==> config.mk <==
export PLATFORM = sky130hd
export DESIGN_NAME = instruction_fetch_queue
export DESIGN_NICKNAME = d
export VERILOG_FILES = /design/src/rtl/instruction_fetch_queue.sv
export SDC_FILE = /design/constraint.sdc
export NUM_CORES = 1
export LEC_CHECK = 0
export CAP_MARGIN = 20
export CORE_MARGIN = 3
export CORE_UTILIZATION = 25
export DETAILED_ROUTE_END_ITERATION = 8
export GPL_TIMING_DRIVEN = 0
export PLACE_DENSITY_LB_ADDON = 0.25
export SLEW_MARGIN = 20
export SYNTH_ARGS = -nofsm -noshare
export SYNTH_HDL_FRONTEND = slang
export SYNTH_SLANG_ARGS = --single-unit
==> constraint.sdc <==
create_clock -name i_clk -period 2.7 [get_ports i_clk]
set_input_delay 0.54 -clock i_clk [delete_from_list [all_inputs] [get_ports i_clk]]
set_output_delay 0.54 -clock i_clk [all_outputs]
set_load 0.05 [all_outputs]
==> src/rtl/instruction_fetch_queue.sv <==
// ---------------------------------------------------------------------------
// instruction_fetch_queue
// Fetch stage of the nRisc core. Owns the fetch address and issues one
// request at a time to instruction memory. Returned instructions are kept,
// with their addresses, in a small circular queue that the decoder drains
// through a valid/ready handshake. A redirect flushes the queue. If a
// request is outstanding when the redirect arrives, the response is drained
// and then dropped (KILL state).
//
// Parameters:
//   DEPTH - queue entries (2 or 4)
//   AW    - address width
//   IW    - instruction width
// Ports:
//   i_clk           clock, all state on posedge
//   i_rst           asynchronous active-high reset
//   i_redirect      load i_redirect_pc as fetch address, flush queue
//   i_redirect_pc   redirect target
//   o_imem_req      fetch request, held until acknowledged
//   o_imem_addr     fetch address, stable while o_imem_req=1
//   i_imem_ack      single-cycle acknowledge, data valid same cycle
//   i_imem_data     fetched instruction
//   o_instr_valid   queue head valid
//   o_instr         instruction at queue head
//   o_instr_pc      address of queue-head instruction
//   i_instr_ready   decoder accepts head when o_instr_valid=1
// ---------------------------------------------------------------------------
module instruction_fetch_queue #(
  parameter int DEPTH = 2,
  parameter int AW    = 8,
  parameter int IW    = 8
) (
  input  logic          i_clk,
  input  logic          i_rst,
  input  logic          i_redirect,
  input  logic [AW-1:0] i_redirect_pc,
  output logic          o_imem_req,
  output logic [AW-1:0] o_imem_addr,
  input  logic          i_imem_ack,
  input  logic [IW-1:0] i_imem_data,
  output logic          o_instr_valid,
  output logic [IW-1:0] o_instr,
  output logic [AW-1:0] o_instr_pc,
  input  logic          i_instr_ready
);

  localparam int PW = $clog2(DEPTH);
  localparam int CW = PW + 1;
  localparam logic [CW-1:0] DEPTH_C  = CW'(DEPTH);
  localparam logic [CW-1:0] CNT_ZERO = {CW{1'b0}};
  localparam logic [PW-1:0] PTR_ZERO = {PW{1'b0}};

  localparam logic [1:0] S_IDLE = 2'd0;
  localparam logic [1:0] S_REQ  = 2'd1;
  localparam logic [1:0] S_KILL = 2'd2;

  logic [1:0]    r_state;
  logic [AW-1:0] r_fetch_ptr;
  logic [AW-1:0] r_imem_addr;
  logic          r_imem_req;
  logic          r_valid;
  logic [PW-1:0] r_rd_ptr;
  logic [PW-1:0] r_wr_ptr;
  logic [CW-1:0] r_count;
  logic [AW-1:0] r_q_pc    [DEPTH];
  logic [IW-1:0] r_q_instr [DEPTH];

  logic [1:0]    w_state_nxt;
  logic [AW-1:0] w_fetch_ptr_nxt;
  logic [AW-1:0] w_addr_nxt;
  logic [PW-1:0] w_rd_ptr_nxt;
  logic [PW-1:0] w_wr_ptr_nxt;
  logic [CW-1:0] w_count_pop;
  logic [CW-1:0] w_count_nxt;
  logic          w_pop;
  logic          w_push;
  logic          w_ack;

  // Next-state logic for the fetch FSM, fetch pointer and queue bookkeeping
  always_comb begin
    // A redirect voids any pop in the same cycle.
    w_pop           = (r_count != CNT_ZERO) && i_instr_ready && !i_redirect;
    // Acks are only meaningful while a request is outstanding (REQ or KILL).
    w_ack           = (r_state != S_IDLE) && i_imem_ack;
    w_push          = (r_state == S_REQ) && i_imem_ack && !i_redirect;
    w_count_pop     = r_count - CW'(w_pop);
    w_count_nxt     = w_count_pop + CW'(w_push);
    w_rd_ptr_nxt    = r_rd_ptr + PW'(w_pop);
    w_wr_ptr_nxt    = r_wr_ptr + PW'(w_push);
    w_state_nxt     = r_state;
    w_fetch_ptr_nxt = r_fetch_ptr;
    w_addr_nxt      = r_imem_addr;
    if (i_redirect) begin
      w_fetch_ptr_nxt = i_redirect_pc;
      w_count_nxt     = CNT_ZERO;
      w_rd_ptr_nxt    = PTR_ZERO;
      w_wr_ptr_nxt    = PTR_ZERO;
      case (r_state)
        S_IDLE:         w_state_nxt = S_IDLE;
        // An unacknowledged request must still be drained at the old address.
        S_REQ, S_KILL:  w_state_nxt = w_ack ? S_IDLE : S_KILL;
        default:        w_state_nxt = S_IDLE;
      endcase
    end else begin
      case (r_state)
        S_IDLE: begin
          if (w_count_pop < DEPTH_C) begin
            w_state_nxt = S_REQ;
            w_addr_nxt  = r_fetch_ptr;
          end else begin
            w_state_nxt = S_IDLE;
          end
        end
        S_REQ: begin
          if (w_ack) begin
            w_fetch_ptr_nxt = r_fetch_ptr + AW'(1'b1);
            // Chain straight into the next request while the queue has room.
            if (w_count_nxt < DEPTH_C) begin
              w_state_nxt = S_REQ;
              w_addr_nxt  = r_fetch_ptr + AW'(1'b1);
            end else begin
              w_state_nxt = S_IDLE;
            end
          end else begin
            w_state_nxt = S_REQ;
          end
        end
        S_KILL: begin
          if (w_ack) begin
            w_state_nxt = S_IDLE;
          end else begin
            w_state_nxt = S_KILL;
          end
        end
        default: w_state_nxt = S_IDLE;
      endcase
    end
  end

  // State, queue storage and registered outputs
  always_ff @(posedge i_clk or posedge i_rst) begin
    if (i_rst) begin
      r_state     <= S_IDLE;
      r_fetch_ptr <= {AW{1'b0}};
      r_imem_addr <= {AW{1'b0}};
      r_imem_req  <= 1'b0;
      r_valid     <= 1'b0;
      r_rd_ptr    <= PTR_ZERO;
      r_wr_ptr    <= PTR_ZERO;
      r_count     <= CNT_ZERO;
      for (int i = 0; i < DEPTH; i++) begin
        r_q_pc[i]    <= {AW{1'b0}};
        r_q_instr[i] <= {IW{1'b0}};
      end
    end else begin
      r_state     <= w_state_nxt;
      r_fetch_ptr <= w_fetch_ptr_nxt;
      r_imem_addr <= w_addr_nxt;
      r_imem_req  <= (w_state_nxt != S_IDLE);
      r_valid     <= (w_count_nxt != CNT_ZERO);
      r_rd_ptr    <= w_rd_ptr_nxt;
      r_wr_ptr    <= w_wr_ptr_nxt;
      r_count     <= w_count_nxt;
      if (w_push) begin
        r_q_pc[r_wr_ptr]    <= r_imem_addr;
        r_q_instr[r_wr_ptr] <= i_imem_data;
      end
    end
  end

  assign o_imem_req    = r_imem_req;
  assign o_imem_addr   = r_imem_addr;
  assign o_instr_valid = r_valid;
  assign o_instr       = r_q_instr[r_rd_ptr];
  assign o_instr_pc    = r_q_pc[r_rd_ptr];

endmodule

==> flow_summary.json <==
{
  "leakage_nw": 1.53,
  "rsz0062_at_grt": "false",
  "fmax_mhz": 390,
  "layoutNonFillerInstCount": 404,
  "die_x_microns": 110,
  "synth_top_area_share_pct": 51.7,
  "htree_levels": 2,
  "power_density_mw_per_mm2": 1120,
  "syn2layout_area_growth_pct": 28.8,
  "holdBufCountCts": 0,
  "grt_max_degree": 44,
  "skew_ns": 0.00226,
  "whs_ns": 0.497,
  "dr.pass1.iters": 4,
  "hp-class": "in -> async",
  "clkTransAtPathRegs_ns": 0.10,
  "synth_nets": 247,
  "grtUsageTotal_pct": 9.98,
  "slew_viol_final": 0,
  "first_iter_violations": 63,
  "period_share_pct": 94.9,
  "cts_buffers": 5,
  "seqCellArea_sq_mm": 0.00140,
  "worstPathArrival_ns": 2.76,
  "cts_tree": "built",
  "period_minus_slack_ns": 2.56,
  "n_fill_cell": 1070,
  "via_count": 1696,
  "routed_wl_mm": 5.53,
  "synth_cell_types": 29,
  "route.detailed.drc": 0,
  "synth-seq-cells": 56,
  "dieArea_sq_mm": 0.0121,
  "fin_ws_ns": 0.137,
  "worst_setup_path_end_kind": "flip-flop",
  "ios": 47,
  "fp-row-count": 37,
  "cts_root_buffer": "clkbuf_8",
  "syn_area_sq_mm": 0.00271,
  "placed_cell_area_sq_mm": 0.00336,
  "cp_max_fo": 8,
  "crit_required_ns": 2.90,
  "place_congestion": 0.758,
  "yosysSeqAreaShare_pct": 51.7,
  "setup_violations": 0,
  "hold_viol_final": 0,
  "relSlewSlack_pct": 65.9,
  "initial_utilization_pct": 26.0,
  "routedWlPerCell_microns": 13.7,
  "antenna_cells": 0,
  "path_class": "in -> reg",
  "netlist_instances": 217,
  "cts_sinks": 56,
  "antenna_found_initial": 0,
  "clock_latency_ns": 0.31,
  "start_kind": "input port",
  "core_sq_mm": 0.0104,
  "grt_pass1_vias": 1852,
  "postRouteAntennaNets": 0,
  "worst_pin_slew_ns": 0.509,
  "netlist_top_cells_area": "dfrtp_1 (52%), mux2_2 (23%), ha_1 (4.2%)",
  "outcome": "completed",
  "place_ws_ns": -0.341,
  "synth-warning-count": 0,
  "clockBufferDepth": 2,
  "nets": 298,
  "synth_top_cell_by_area": "dfrtp_1",
  "port_buffers": 45,
  "via_per_inst": 4.20,
  "drive_gt1_share_pct": 29.9,
  "dp_cells": 399,
  "grt-ovfl-total": 0,
  "grt_pass1_wl_mm": 9.34,
  "drv_cap": 0,
  "dp_hpwl_mm": 4.00,
  "tns_ns": 0,
  "final_cell_area_sq_mm": 0.00349,
  "avgSynthCellArea_sq_um": 12.5,
  "peakVddDrop_mv": 0.619,
  "die_y_microns": 110,
  "multiInputGateArea_sq_mm": 0.00123
}
power breakdown:
part	switching [mW]	leakage, nW	internal, mW
logic	1.15	0.756	0.790
registers	0.196	0.713	1.15
clock network	0.269	0.0642	0.365
total	1.62	1.53	2.30
cell usage in the layout (no fill, tap or decap), types with 2 or more instances in the layout:
| master | netlist | final |
|---|---|---|
| nor3_1 | 4 | 4 |
| o21ai_0 | 9 | 9 |
| ha_1 | 9 | 9 |
| nand3_1 | 3 | 3 |
| clkbuf_1 | 5 | 2 |
| mux2i_1 | 2 | 2 |
| mux2_2 | 56 | 56 |
| nand2_1 | 14 | 14 |
| or2_2 | 2 | 2 |
| clkdlybuf4s50_1 | 0 | 36 |
| buf_2 | 3 | 4 |
| xor2_1 | 6 | 6 |
| dlygate4sd2_1 | 0 | 9 |
| a21oi_1 | 2 | 2 |
| clkbuf_8 | 0 | 5 |
| nand4_1 | 2 | 2 |
| nor4_1 | 3 | 3 |
| clkbuf_2 | 1 | 2 |
| dfrtp_1 | 56 | 55 |
| inv_1 | 8 | 7 |
| bufinv_16 | 0 | 2 |
| xnor2_1 | 10 | 10 |
| nor2_1 | 10 | 10 |
worst paths after layout:
kind	from	end	slack [ns]	cells past startpoint
worst max-delay path	i_instr_ready	o_imem_addr[3]	0.14	10
worst min-delay path	i_rst	o_imem_req	0.50	2
worst max register to register	r_count[1]	o_imem_addr[3]	0.20	9
worst min register to register	r_q_pc[5]	r_q_pc[5]	0.51	1
max in group asynchronous	i_rst	r_rd_ptr	1.73	3
min in group i_clk	r_q_pc[5]	r_q_pc[5]	0.51	1
critical path, cell delays in order:
cell and delay, ns:
clkdlybuf4s50_1 0.40, o21ai_0 0.13, nor2_1 0.08, ha_1 0.27, inv_1 0.04, ha_1 0.18
xnor3_2 0.33, nand3_2 0.10, a21oi_4 0.31, mux2_2 0.38
layout make-up:
cell class | instances | share of cell area, %
inverter | 8 | 0.933
clock buffer | 5 | 1.97
buffer | 9 | 1.40
clock inverter | 2 | 1.72
timing repair buffer | 47 | 13.6
multi-input combinational | 141 | 35.3
sequential | 56 | 40.2
tap | 136 | 4.88
metrics by stage:
| step | utilization, % | total power, mW |
|---|---|---|
| after floorplan | - | 2.76 |
| after global placement | 32.0 | 3.34 |
| after detailed placement | 32.3 | 3.37 |
| after CTS | 33.3 | 3.97 |
| after global routing | 33.5 | 4.16 |
| final | 33.5 | 3.92 |
synth_stat cells (all sizes together):
| master | instances |
|---|---|
| dfrtp | 56 |
| mux2 | 56 |
| nand2 | 14 |
| nor2 | 10 |
| xnor2 | 10 |
| ha | 9 |
| o21ai | 9 |
| inv | 8 |
| buf | 6 |
| clkbuf | 6 |
| xor2 | 6 |
| nand3 | 4 |
| nor3 | 4 |
| a21oi | 3 |
| nor4 | 3 |
| mux2i | 2 |
| nand4 | 2 |
| nor3b | 2 |
| or2 | 2 |
| and2b | 1 |
| nand2b | 1 |
| nand3b | 1 |
| nor2b | 1 |
| xnor3 | 1 |
logic make-up after synthesis:
kind of cell / synth area share [%]
mux: 24.0
simple gates: 8.18
flops: 51.7
buf+inv: 3.23
fa+ha+maj: 4.16
compound gates: 2.63
xor+xnor: 6.05
timing repair:
| action | in CTS | in global routing |
|---|---|---|
| endpoints found under the setup margin | 43 | 16 |
| pin swaps | 0 | 2 |
| setup buffers | 0 | 1 |
| gates resized for setup | 11 | 2 |
per-layer routing:
layer | share of wire (%) | GRT usage, % | wire (microns) | vias up
li1 | - | - | - | 836
met1 | 50 | 14.2 | 2790 | 820
met2 | 44 | 14.9 | 2420 | 35
met3 | 4.8 | 1.92 | 264 | 5
met4 | 0.94 | 3.96 | 52 | 0
met5 | 0 | 0 | 0 | -
registers in the layout, summed over array words and instances (netlist names):
register,cells
o_imem_addr,8
o_imem_req,1
o_instr_valid,1
r_count,2
r_fetch_ptr,8
r_q_instr,16
r_q_pc,16
r_rd_ptr,1
r_state,2
r_wr_ptr,1
No activity file was read; power rests on OpenSTA's default activity.
